==> src/rtl/hazard_ctrl.sv <==
`default_nettype none
// ============================================================================
// hazard_ctrl : load-use / branch / memory-wait hazard and stall controller
// Rev 1.0
// ============================================================================
module hazard_ctrl #(
  parameter int CNT_W   = 32,
  parameter int TIMEOUT = 256
) (
  input  logic             clk,
  input  logic             reset,
  input  logic [4:0]       rs1Addr_id,
  input  logic [4:0]       rs2Addr_id,
  input  logic             rs1Used_id,
  input  logic             rs2Used_id,
  input  logic             Jump_id,
  input  logic [4:0]       rdAddr_ex,
  input  logic             MemRead_ex,
  input  logic             BranchTaken_ex,
  input  logic             dmem_req,
  input  logic             dmem_ready,
  output logic             PC_IFWrite,
  output logic             IFID_Write,
  output logic             IFID_Flush,
  output logic             IDEX_Flush,
  output logic             Pipe_Freeze,
  output logic             MEMWB_Bubble,
  output logic             mem_timeout,
  output logic [CNT_W-1:0] stall_cycles,
  output logic [CNT_W-1:0] flush_events
);

  localparam logic [0:0]  RUN      = 1'b0;
  localparam logic [0:0]  MWAIT    = 1'b1;
  localparam logic [16:0] TO_LIMIT = 17'(TIMEOUT);

  logic             mem_stall_w;
  logic             load_use_w;
  logic             lu_active_w;
  logic [0:0]       state_q, state_d;
  logic [15:0]      wait_cnt_q, wait_cnt_d;
  logic             timeout_q, timeout_d;
  logic [CNT_W-1:0] stall_q, stall_d;
  logic [CNT_W-1:0] flush_q, flush_d;

  assign mem_stall_w = dmem_req & ~dmem_ready;
  assign load_use_w  = MemRead_ex & (rdAddr_ex != 5'd0) &
                       ((rs1Used_id & (rs1Addr_id == rdAddr_ex)) |
                        (rs2Used_id & (rs2Addr_id == rdAddr_ex)));
  assign lu_active_w = ~mem_stall_w & ~BranchTaken_ex & load_use_w;

  always_comb begin
    PC_IFWrite   = 1'b1;
    IFID_Write   = 1'b1;
    IFID_Flush   = 1'b0;
    IDEX_Flush   = 1'b0;
    Pipe_Freeze  = 1'b0;
    MEMWB_Bubble = 1'b0;
    if (reset) begin
      PC_IFWrite   = 1'b0;
      IFID_Write   = 1'b0;
      IFID_Flush   = 1'b1;
      IDEX_Flush   = 1'b1;
      MEMWB_Bubble = 1'b1;
    end else if (mem_stall_w) begin
      // Frozen stages re-present any branch/jump/load-use once memory is ready.
      PC_IFWrite   = 1'b0;
      IFID_Write   = 1'b0;
      Pipe_Freeze  = 1'b1;
      MEMWB_Bubble = 1'b1;
    end else if (BranchTaken_ex) begin
      IFID_Flush = 1'b1;
      IDEX_Flush = 1'b1;
    end else if (load_use_w) begin
      PC_IFWrite = 1'b0;
      IFID_Write = 1'b0;
      IDEX_Flush = 1'b1;
    end else if (Jump_id) begin
      IFID_Flush = 1'b1;
    end
  end

  always_comb begin
    state_d    = mem_stall_w ? MWAIT : RUN;
    wait_cnt_d = 16'd0;
    if (mem_stall_w) begin
      if (state_q == MWAIT)
        wait_cnt_d = (wait_cnt_q == 16'hFFFF) ? wait_cnt_q : wait_cnt_q + 16'd1;
      else
        wait_cnt_d = 16'd1;
    end
  end

  always_comb begin
    timeout_d = timeout_q;
    if (mem_stall_w && (state_q == MWAIT) && (({1'b0, wait_cnt_q} + 17'd1) >= TO_LIMIT))
      timeout_d = 1'b1;
    if (mem_stall_w && (state_q == RUN) && (TO_LIMIT <= 17'd1))
      timeout_d = 1'b1;
  end

  always_comb begin
    stall_d = stall_q;
    flush_d = flush_q;
    if ((mem_stall_w | lu_active_w) && (stall_q != {CNT_W{1'b1}}))
      stall_d = stall_q + 1'b1;
    if (IFID_Flush && (flush_q != {CNT_W{1'b1}}))
      flush_d = flush_q + 1'b1;
  end

  always_ff @(posedge clk or posedge reset) begin
    if (reset) begin
      state_q    <= RUN;
      wait_cnt_q <= 16'd0;
      timeout_q  <= 1'b0;
      stall_q    <= '0;
      flush_q    <= '0;
    end else begin
      state_q    <= state_d;
      wait_cnt_q <= wait_cnt_d;
      timeout_q  <= timeout_d;
      stall_q    <= stall_d;
      flush_q    <= flush_d;
    end
  end

  assign mem_timeout  = timeout_q;
  assign stall_cycles = stall_q;
  assign flush_events = flush_q;

endmodule
`default_nettype wire

==> config.mk <==
export PLATFORM = sky130hd
export DESIGN_NAME = hazard_ctrl
export DESIGN_NICKNAME = d
export VERILOG_FILES = /design/src/rtl/hazard_ctrl.sv
export SDC_FILE = /design/constraint.sdc
export NUM_CORES = 1
export LEC_CHECK = 0
export BUFFER_PORTS_ARGS = -buffer_cell sky130_fd_sc_hd__buf_2
export CAP_MARGIN = 20
export CORE_MARGIN = 2
export CORE_UTILIZATION = 49
export CTS_BUF_LIST = sky130_fd_sc_hd__clkbuf_16
export DETAILED_ROUTE_END_ITERATION = 16
export PLACE_DENSITY_LB_ADDON = 0.05
export SYNTH_ARGS = -nofsm -noshare
export SYNTH_HDL_FRONTEND = slang
export SYNTH_SLANG_ARGS = --single-unit
==> constraint.sdc <==
create_clock -name clk -period 2.8 [get_ports clk]
set_input_delay 0.42 -clock clk [delete_from_list [all_inputs] [get_ports clk]]
set_output_delay 0.42 -clock clk [all_outputs]
set_load 0.005 [all_outputs]
## Word level (Yosys, flattened, before mapping)

Cells that the tools add are included.

- Register bits after elaboration: 82
- Input bits: 24
- Output and inout port bits: 71
- Logic and storage cells: 52

- Add/sub/neg operators: 4
- Magnitude comparators: 1
- Equality and inequality tests: 6
- Mux-type cells: 19
- Bitwise gates (word level): 12
- Reduce and logical (&&, ||, !) cells: 5

Operators by type and width:

| cell | count |
|---|---|
| 32-bit by 1-bit adder with 32-bit output (second input constant) | 2 |
| 32-bit != test (second input constant) | 2 |
| 16-bit two-way mux | 3 |
| 16-bit by 1-bit adder with 17-bit output (second input constant) | 1 |
| 17-bit by 9-bit greater-or-equal comparator with 1-bit output (second input constant) | 1 |
| 16-bit by 1-bit adder with 16-bit output (second input constant) | 1 |
| 16-bit equality test (second input constant) | 1 |
| 1-bit two-way mux | 16 |
| 5-bit equality test | 2 |
| 1-bit AND | 7 |
| 5-bit nonzero test | 1 |
| 1-bit logical AND | 4 |
| 3-bit != test (second input constant) | 1 |
| 1-bit inverter | 3 |
| 1-bit bitwise OR | 2 |

## Logic depth before layout (Yosys ltp)

Gate-level depths: netlist of the first run.

- Depth after elaboration: 9
- Depth in mapped cells: 9
- Depth with buffers taken out: 8

## Worst setup path before layout of the first run

OpenSTA, ideal clock, no wires.

- Kind: input-to-output
- Start: input port reset
- End: output port PC_IFWrite
- Arrival time: 2861 ps
- Required time: 2380 ps
- Path slack: -481 ps
- Stages on the path: 4
- Buffers on the path: 1
- Cell sequence: inv_1 nand2_1 a31oi_1 buf_4

- Cells in the longest elaborated chain, start to end: 1

RTL lines:

| element | line | source |
|---|---|---|
| start, declared | 11 | `input logic reset,` |
| 1-bit two-way mux | - |  |
| end, declared | 22 | `output logic PC_IFWrite,` |

No other way between the ends.

## Final worst setup path of the first run

- Start: register stall_q[23] (netlist: stall_cycles[23])
- End: register stall_q[12] (netlist: stall_cycles[12])

- Cells in the longest elaborated chain, start to end: 2

RTL lines:

| element | line | source |
|---|---|---|
| start, declared | 43 | `logic [CNT_W-1:0] stall_q, stall_d;` |
| start signal, assigned | 122 | `stall_q <= stall_d;` |
| 32-bit != test | 105 | `if ((mem_stall_w \| lu_active_w) && (stall_q != {CNT_W{1'b1}}))` |
| 1-bit logical AND | 105 |  |

No other way between the ends.
A chain may end at the register's enable or synchronous reset.

==> flow_summary_export.csv, run 1 <==
group,metric,value,unit
logic_synthesis,synth_seq_cells,82,
timing,period_minus_slack,2.51,ns
power,ir_drop,0.000324,V
cts,cts_root_buffer,"clkbuf_16",
logic_synthesis,synth.top_cell.area_share,49.6,%
drt,drt_iter0_drc,95,
power,p_leak,2.41,nW
floorplan,core.rowCount,33,
drt,vias,3301,
timing,rsz0062_at_grt,"false",
power,powerDensity,599,nW/um2
drt,ant_nets,0,
logic_synthesis,syn_inst,412,
power,seqPwrFrac,48.0,%
place,port-buffer-count,94,
floorplan,die_h,95.9,um
logic_synthesis,synth_edf_count,0,
setup_path,start_kind,"flip-flop",
layout,drive_above_1_share,23.9,%
cts,clk_latency,0.33,ns
floorplan,core_area,8220,um2
grt,grt_pass1_vias,3166,
grt,grt_overflow,0,
drt,via_per_inst,5.30,
timing,fin_skew,0.00611,ns
logic_synthesis,synth_most_common_cell,"dfrtp_1",
setup_path,crit_type,"flip-flop to flip-flop",
timing,fmax,0.399,GHz
timing,tightest_slew,0.778,ns
setup_path,cp_max_fo,11,
layout,syn_to_final_growth,21.2,%
timing,slew_headroom,47.5,%
place,globalplace.congestion,0.794,
cts,cts_max_path_buffers,2,
floorplan,start_util,50.3,%
setup_path,crit_required,3.02,ns
layout,fin_nets,540,
place,hpwl,6400,um
logic_synthesis,yosys_most_used_dff,"dfrtp_1",
cts,htree_levels,3,
drt,firstDrtPassIters,4,
logic_synthesis,syn_avg_cell_area,10.0,um2
logic_synthesis,synth.cell_area,4140,um2
drt,drc,0,
place,dp_slack,0.209,ns
timing,finalMaxSlewViolations,0,
grt,antenna_found_initial,0,
job,drv_cap,0,
timing,post-route-period-util,89.5,%
cts,cts_buffers,9,
power,p_switching,824,uW
power,swShare,27.4,%
power,comb_power_share,13.6,%
cts,cts_sinks,82,
grt,grt_usage,20.9,%
setup_path,cp.arrival,2.72,ns
power,p_int,2.18,mW
logic_synthesis,netlist_top_cells_area,"dfrtp_1 (50%), xnor2_1 (11%), xor2_1 (6.8%)",
logic_synthesis,yosysSeqAreaShare,49.6,%
cts,post_cts_buffers,0,
setup_path,cp-end-kind,"flip-flop",
timing,worst_slack,0.293,ns
cts,cts_hold_buf,0,
floorplan,fp.dieW,95.9,um
drt,totalWireLength,9020,um
floorplan,ios,95,
floorplan,die_area,9190,um2
grt,grt_pass1_wl,14700,um
timing,hold_viol_final,0,
layout,utilization,61.0,%
cts,cts_tree,"done",
logic_synthesis,synth.net_count,439,
outcome,status,"complete, no violations",
logic_synthesis,ys_async_sr_fraction,100,%
logic_synthesis,ys_top_cells_by_count,"dfrtp_1 (82), xnor2_1 (51), nor2_1 (45), nand2_1 (43), nand3_1 (33)",
timing,fin_tns_setup,0,ns
layout,antennaDiodeCount,0,
timing,hold_ws,0.214,ns
power,pwr-share-clk,38.4,%
logic_synthesis,yosys.area.top_type,"dfrtp_1",
power,p_total,3.00,mW
drt,wire_per_inst,14.5,um
timing,setup_viol,0,
cts,clk_pin_slew_worst_paths,0.06,ns
grt,grt_max_degree,83,
cts,cts_resized,0,
logic_synthesis,yosysUniqueCellTypes,41,
worst_hold_path,min_path_type,"primary input to asynchronous set/reset pin",
logic_synthesis,ys_warn_count,0,
[layout make-up]
cell class / count / area (um2)
clock inverters: 7 / 60.1
well taps: 105 / 131
fillers: 746 / 3200
repair buffers: 100 / 536
inverters: 10 / 41.3
clock buffers: 9 / 225
flip-flops and latches: 82 / 2050
multi-input cells: 310 / 1970
[logic make-up (layout without fill, tap and decap cells)]
group / after synthesis / count (layout) / synth area share (%)
muxes: 2 / 2 / 0.545
buffers and inverters: 20 / 126 / 2.81
xor gates and xnor gates: 83 / 83 / 17.6
and+or+nand+nor: 198 / 198 / 24.4
adders and majority gates: 3 / 3 / 0.908
DFF: 82 / 82 / 49.6
AOI/OAI and AO/OA: 24 / 24 / 4.15
[state kept, by name (all words and copies together) (netlist names)]
| register | cells |
|---|---|
| mem_timeout | 1 |
| wait_cnt_q | 16 |
| flush_events | 32 |
| state_q | 1 |
| stall_cycles | 32 |
[worst max-delay path: stages (launching register included)]
cell and delay [ns]:
dfrtp_1 0.43, nand4_1 0.17, nor2_1 0.20, nand3_1 0.12, nor4_1 0.48, a41oi_1 0.47, and4_1 0.38, xor2_1 0.14
[layout by cell type (no fill, tap or decap), types with 12 or more instances in the layout]
cell and instances:
and3_1 12, nor2_1 45, nand2_1 43, xor2_1 32
nand4_1 26, dfrtp_1 82, buf_2 94, xnor2_1 51
nand3_1 33
[path summary, 6_finish.rpt]
| path | startpoint | end | slack, ns | depth (start not counted) |
|---|---|---|---|---|
| max in group asynchronous | reset | flush_events[11]$_DFFE_PP0P_ | 2.01 | 4 |
| min in group clk | dmem_req | wait_cnt_q[0]$_DFFE_PP0P_ | 0.42 | 3 |
| worst min-delay path | reset | mem_timeout$_DFFE_PP0P_ | 0.21 | 3 |
| worst max register to register | stall_cycles[23]$_DFFE_PP0P_ | stall_cycles[12]$_DFFE_PP0P_ | 0.29 | 7 |
| worst max-delay path | stall_cycles[23]$_DFFE_PP0P_ | stall_cycles[12]$_DFFE_PP0P_ | 0.29 | 7 |
| worst min register to register | flush_events[11]$_DFFE_PP0P_ | flush_events[11]$_DFFE_PP0P_ | 0.48 | 1 |
[power groups by stage]
stage,registers [mW],clock network (mW),logic (mW)
2_1_floorplan,1.44,0,0.237
3_3_place_gp,1.45,0,0.397
3_5_place_dp,1.45,0,0.410
4_1_cts,1.44,1.17,0.414
5_1_grt,1.46,1.23,0.460
6_report,1.44,1.15,0.408
[per-layer routing]
metal	wire length, um	track usage [%]
met1	4290	27.9
met2	4240	33.4
met4	160	8.93
met3	330	3.84
met5	0	0
[through the flow]
step                instance area, um2  cells
global placement                  4700    606
CTS                               4980    622
global route                      5010    623
finish                            5010    623
floorplan                         4140    412
detailed placement                4700    606
(Power assumes the default switching activity.)
==> inputs of run 2 (changes only) <==
--- a/config.mk
+++ b/config.mk
@@ -8,8 +8,9 @@
 export BUFFER_PORTS_ARGS = -buffer_cell sky130_fd_sc_hd__buf_2
 export CAP_MARGIN = 20
 export CORE_MARGIN = 2
-export CORE_UTILIZATION = 49
+export CORE_UTILIZATION = 50
 export CTS_BUF_LIST = sky130_fd_sc_hd__clkbuf_16
+export CTS_CLUSTER_SIZE = 16
 export DETAILED_ROUTE_END_ITERATION = 16
 export PLACE_DENSITY_LB_ADDON = 0.05
 export SYNTH_ARGS = -nofsm -noshare
==> constraint.sdc (replaced) <==
create_clock -name clk -period 2.5 [get_ports clk]
set_input_delay 0.375 -clock clk [delete_from_list [all_inputs] [get_ports clk]]
set_output_delay 0.375 -clock clk [all_outputs]
set_load 0.005 [all_outputs]
==> flow_summary_export.csv, run 2 (synthesis gave the netlist of run 1 again) <==
group,metric,value,unit
outcome,status,"complete, no violations",
place,placed_area,4750,um2
cts,post_cts_buffers,0,
cts,cts_sinks,82,
power,comb_power_share,13.2,%
drt,vias,3346,
layout,drive_above_1_share,25.0,%
grt,grt_max_degree,83,
cts,htree_levels,3,
timing,fin_tns_setup,0,ns
timing,period_minus_slack,2.28,ns
drt,wl_met3,436,um
cts,clk_pin_slew_worst_paths,0.06,ns
power,p_int,2.55,mW
drt,totalWireLength,8840,um
power,seqPwrFrac,46.0,%
grt,antenna_found_initial,0,
worst_hold_path,min_path_type,"primary input to asynchronous set/reset pin",
layout,layout_commonest_cell,"buf_2",
timing,finalMaxSlewViolations,0,
grt,grt_overflow,0,
grt,grt_pass1_wl,14000,um
setup_path,critPathBufInv,1,
layout,finish.instance_area,5100,um2
floorplan,start_util,50.8,%
place,hpwl,6320,um
setup_path,crit_required,2.72,ns
setup_path,cp.arrival,2.50,ns
setup_path,cp_max_fo,11,
setup_path,start_kind,"flip-flop",
cts,clk_latency,0.34,ns
timing,slew_headroom,64.6,%
setup_path,cp-end-kind,"flip-flop",
timing,hold_ws,0.0970,ns
layout,fin_nets,545,
timing,rsz0062_at_grt,"false",
power,swShare,26.4,%
place,dp_slack,0.104,ns
timing,hold_viol_final,0,
job,drv_cap,0,
timing,fin_skew,0.00778,ns
cts,cts_hold_buf,0,
setup_path,rr_startpoint,"stall_cycles[23]$_DFFE_PP0P_",
layout,final_cell_mix,"buf_2 (94), dfrtp_1 (82), xnor2_1 (51)",
drt,drt_iter0_drc,129,
layout,n_fill_cell,719,
layout,syn_to_final_growth,23.4,%
drt,ant_nets,0,
power,powerDensity,681,nW/um2
drt,wl_met2,3950,um
grt,grt_pass1_vias,2908,
power,ir_drop,0.000320,V
floorplan,core.rowCount,33,
setup_path,cp.depth,8,
cts,cts_root_buffer,"clkbuf_16",
setup_path,endpoint,"stall_cycles[12]$_DFFE_PP0P_",
power,pwr-share-clk,40.8,%
floorplan,fp.dieW,94.9,um
setup_path,r2r_cells,8,
drt,drc,0,
setup_path,crit_type,"flip-flop to flip-flop",
drt,wire_per_inst,14.1,um
setup_path,path_cells,"nand4_1, nor2_1, nand3_1, nor4_1, buf_4, a41oi_2, and4_1, xor2_1",
timing,post-route-period-util,91.1,%
cts,cts_max_path_buffers,2,
cts,cts_resized,0,
drt,firstDrtPassIters,4,
floorplan,die_h,94.9,um
setup_path,rr_endpoint,"stall_cycles[12]$_DFFE_PP0P_",
floorplan,core_area,8130,um2
floorplan,die_area,9010,um2
setup_path,slowest_stage,"dfrtp_1",
setup_path,reg2reg_slack,0.22,ns
power,p_switching,918,uW
setup_path,startpoint,"stall_cycles[23]$_DFFE_PP0P_",
drt,top_layer,"met4",
floorplan,ios,95,
cts,cts_buffers,9,
setup_path,crit_family,"simple AND/OR/NAND/NOR gates",
place,globalplace.congestion,0.839,
power,p_leak,2.44,nW
grt,grt_usage,19.8,%
drt,wl_met1,4320,um
timing,fmax,0.439,GHz
place,port-buffer-count,94,
timing,setup_viol,0,
timing,worst_slack,0.222,ns
layout,antennaDiodeCount,0,
timing,tightest_slew,0.530,ns
cts,cts_tree,"done",
drt,via_per_inst,5.33,
setup_path,cpPeakStageDelay,0.43,ns
-- run 2: changes by cell type in the layout (fill, tap and decap cells not counted) --
| cell | previous run | this run |
|---|---|---|
| buf_12 | 0 | 1 |
| clkinvlp_4 | 1 | 2 |
| buf_4 | 5 | 9 |
| inv_1 | 10 | 9 |
| clkinv_2 | 2 | 0 |
| clkinv_4 | 0 | 1 |
| bufinv_16 | 1 | 2 |
| a41oi_1 | 1 | 0 |
| a41oi_2 | 0 | 1 |
-- run 2: cell type report --
type	instances	area (um2)	area share [%]
flip-flops and latches	82	2050	40.2
multi-input cells	310	1970	38.7
repair buffers	105	586	11.5
clock buffers	9	225	4.41
well taps	105	131	2.57
clock inverters	7	92.6	1.81
inverters	10	41.3	0.809
-- run 2: through the flow --
stage          util [%]  total power [mW]  cells
6_report           62.7              3.47    628
2_1_floorplan         -              1.87    412
5_1_grt            62.7              3.65    628
3_5_place_dp       58.4              2.08    611
4_1_cts            62.3              3.49    627
3_3_place_gp       58.4              2.07    611
-- run 2: tightest hold or removal path, delay by kind of cell --
family                 cells  cell delay [ns]
buffers and inverters      3             0.43
-- run 2: power groups by stage --
stage	Clock, mW	Sequential [mW]	Combinational (mW)
6_report	1.42	1.60	0.457
5_1_grt	1.50	1.62	0.527
3_5_place_dp	0	1.62	0.461
3_3_place_gp	0	1.62	0.452
2_1_floorplan	0	1.61	0.265
4_1_cts	1.43	1.60	0.464
-- run 2: worst min-delay path by stage --
stage / to / slack, ns / depth (start not counted)
after floorplan: wait_cnt_q[0]$_DFFE_PP0P_ / 0.44 / 1
after global placement: stall_cycles[14]$_DFFE_PP0P_ / 0.47 / 1
after detailed placement: stall_cycles[5]$_DFFE_PP0P_ / 0.47 / 1
after CTS: wait_cnt_q[0]$_DFFE_PP0P_ / 0.39 / 3
after global routing: wait_cnt_q[14]$_DFFE_PP0P_ / 0.12 / 3
final: wait_cnt_q[13]$_DFFE_PP0P_ / 0.1 / 3
-- run 2: layer usage --
metal,GRT usage (%),vias up
met5,0,-
met4,7.85,0
met3,3.11,12
met2,28.7,90
met1,29.5,1603
li1,-,1641
==> inputs of run 3 (changes only) <==
--- a/config.mk
+++ b/config.mk
@@ -7,8 +7,10 @@
 export LEC_CHECK = 0
 export BUFFER_PORTS_ARGS = -buffer_cell sky130_fd_sc_hd__buf_2
 export CAP_MARGIN = 20
+export CELL_PAD_IN_SITES_DETAIL_PLACEMENT = 0
+export CELL_PAD_IN_SITES_GLOBAL_PLACEMENT = 1
 export CORE_MARGIN = 2
-export CORE_UTILIZATION = 50
+export CORE_UTILIZATION = 41
 export CTS_BUF_LIST = sky130_fd_sc_hd__clkbuf_16
 export CTS_CLUSTER_SIZE = 16
 export DETAILED_ROUTE_END_ITERATION = 16
==> flow_summary_export.csv, run 3 (synthesis gave the netlist of run 1 again) <==
group,metric,value,unit
setup_path,rr_startpoint,"stall_cycles[25]$_DFFE_PP0P_",
worst_hold_path,min_path_type,"primary input to asynchronous set/reset pin",
layout,syn_to_final_growth,25.0,%
drt,drt_iter0_drc,82,
grt,grt_pass1_wl,15400,um
grt,grt_usage,17.4,%
timing,post-route-period-util,88.7,%
setup_path,cp_max_fo,11,
timing,hold_viol_final,0,
layout,fin_nets,550,
timing,setup_viol,0,
floorplan,fp.dieW,104,um
setup_path,r2r_cells,8,
floorplan,core_area,9770,um2
cts,cts_max_path_buffers,2,
drt,vias,3325,
setup_path,crit_required,2.72,ns
place,hpwl,6560,um
setup_path,start_kind,"flip-flop",
timing,fin_skew,0.00476,ns
timing,slew_headroom,61.6,%
job,drv_cap,0,
setup_path,reg2reg_slack,0.28,ns
drt,firstDrtPassIters,4,
floorplan,start_util,42.3,%
layout,multiInputGateArea,1970,um2
floorplan,ios,95,
drt,totalWireLength,9090,um
layout,n_fill_cell,904,
floorplan,die_h,104,um
grt,grt_overflow,0,
cts,cts_hold_buf,0,
drt,ant_nets,0,
cts,cts_sinks,82,
drt,drc,0,
setup_path,cp.arrival,2.43,ns
drt,wire_per_inst,13.8,um
cts,clk_latency,0.33,ns
timing,fmax,0.451,GHz
timing,rsz0062_at_grt,"false",
cts,cts_tree,"done",
place,port-buffer-count,94,
floorplan,die_area,10900,um2
grt,grt_pass1_vias,3255,
layout,final_cell_mix,"buf_2 (94), dfrtp_1 (82), xnor2_1 (51)",
cts,cts_buffers,9,
timing,worst_slack,0.282,ns
grt,grt_max_degree,83,
outcome,status,"complete, no violations",
timing,tightest_slew,0.575,ns
place,globalplace.congestion,0.783,
setup_path,endpoint,"stall_cycles[12]$_DFFE_PP0P_",
setup_path,startpoint,"stall_cycles[25]$_DFFE_PP0P_",
grt,antenna_found_initial,2,
timing,finalMaxSlewViolations,0,
layout,finish.instance_area,5170,um2
cts,htree_levels,3,
layout,antennaDiodeCount,0,
place,placed_area,4810,um2
layout,layout_commonest_cell,"buf_2",
power,p_leak,2.47,nW
timing,fin_tns_setup,0,ns
timing,period_minus_slack,2.22,ns
cts,clk_pin_slew_worst_paths,0.06,ns
layout,ff_latch_area,2050,um2
power,powerDensity,684,nW/um2
cts,cts_root_buffer,"clkbuf_16",
power,ir_drop,0.000383,V
setup_path,rr_endpoint,"stall_cycles[12]$_DFFE_PP0P_",
floorplan,core.rowCount,36,
layout,drive_above_1_share,25.5,%
drt,via_per_inst,5.05,
place,dp_slack,0.0500,ns
setup_path,crit_type,"flip-flop to flip-flop",
setup_path,cp-end-kind,"flip-flop",
[run 3: per-stage QoR]
step	util, %	power, mW	std cells	hold slack, ns
6_report	52.9	3.54	659	0.142
5_1_grt	52.9	3.72	659	0.158
4_1_cts	52.5	3.56	658	0.422
3_5_place_dp	49.2	2.10	644	0.461
3_3_place_gp	49.2	2.09	644	0.454
2_1_floorplan	-	1.87	412	0.441
[run 3: report_power, final]
part           internal (mW)  total [mW]  leakage (nW)  switching (mW)
combinational          0.248       0.481          1.23           0.234
clock                  0.957        1.46         0.164           0.504
sequential              1.44        1.59          1.08           0.149
[run 3: layout make-up]
| type | instances | area share [%] |
|---|---|---|
| Timing Repair Buffer | 110 | 11.8 |
| Sequential cell | 82 | 39.7 |
| Multi-Input combinational cell | 310 | 38.2 |
| Inverter | 10 | 0.799 |
| Tap cell | 133 | 3.22 |
| Clock inverter | 5 | 1.89 |
| Clock buffer | 9 | 4.36 |
[run 3: critical path, stage by stage, from the launching register on]
cell	delay, ns
dfrtp_1	0.40
nand4_1	0.17
nor2_1	0.21
nand3_1	0.12
nor4_1	0.32
buf_4	0.18
a41oi_2	0.26
and4_1	0.31
xor2_1	0.13
[run 3: worst min-delay path by stage]
stage	startpoint	endpoint	cells past startpoint
6_report	reset	stall_cycles[13]$_DFFE_PP0P_	3
5_1_grt	reset	stall_cycles[17]$_DFFE_PP0P_	3
4_1_cts	dmem_req	state_q$_DFF_PP0_	3
3_3_place_gp	state_q$_DFF_PP0_	wait_cnt_q[0]$_DFFE_PP0P_	1
3_5_place_dp	state_q$_DFF_PP0_	wait_cnt_q[0]$_DFFE_PP0P_	1
2_1_floorplan	state_q$_DFF_PP0_	wait_cnt_q[0]$_DFFE_PP0P_	1
[run 3: per-layer routing]
| metal | vias up | part of all wire, % | routed length, um | track usage (%) |
|---|---|---|---|---|
| met2 | 63 | 46 | 4160 | 27.4 |
| met4 | 2 | 2.1 | 190 | 7.72 |
| met1 | 1602 | 47 | 4270 | 22.8 |
| met5 | - | 0.14 | 13 | 0 |
| met3 | 19 | 5.0 | 455 | 4.39 |
| li1 | 1639 | - | - | - |
[run 3: timing repair]
action | 4_1_cts | 5_1_grt
buffers inserted | 0 | 0
gates resized for setup | 0 | 1
endpoints found under the setup margin | 0 | 3
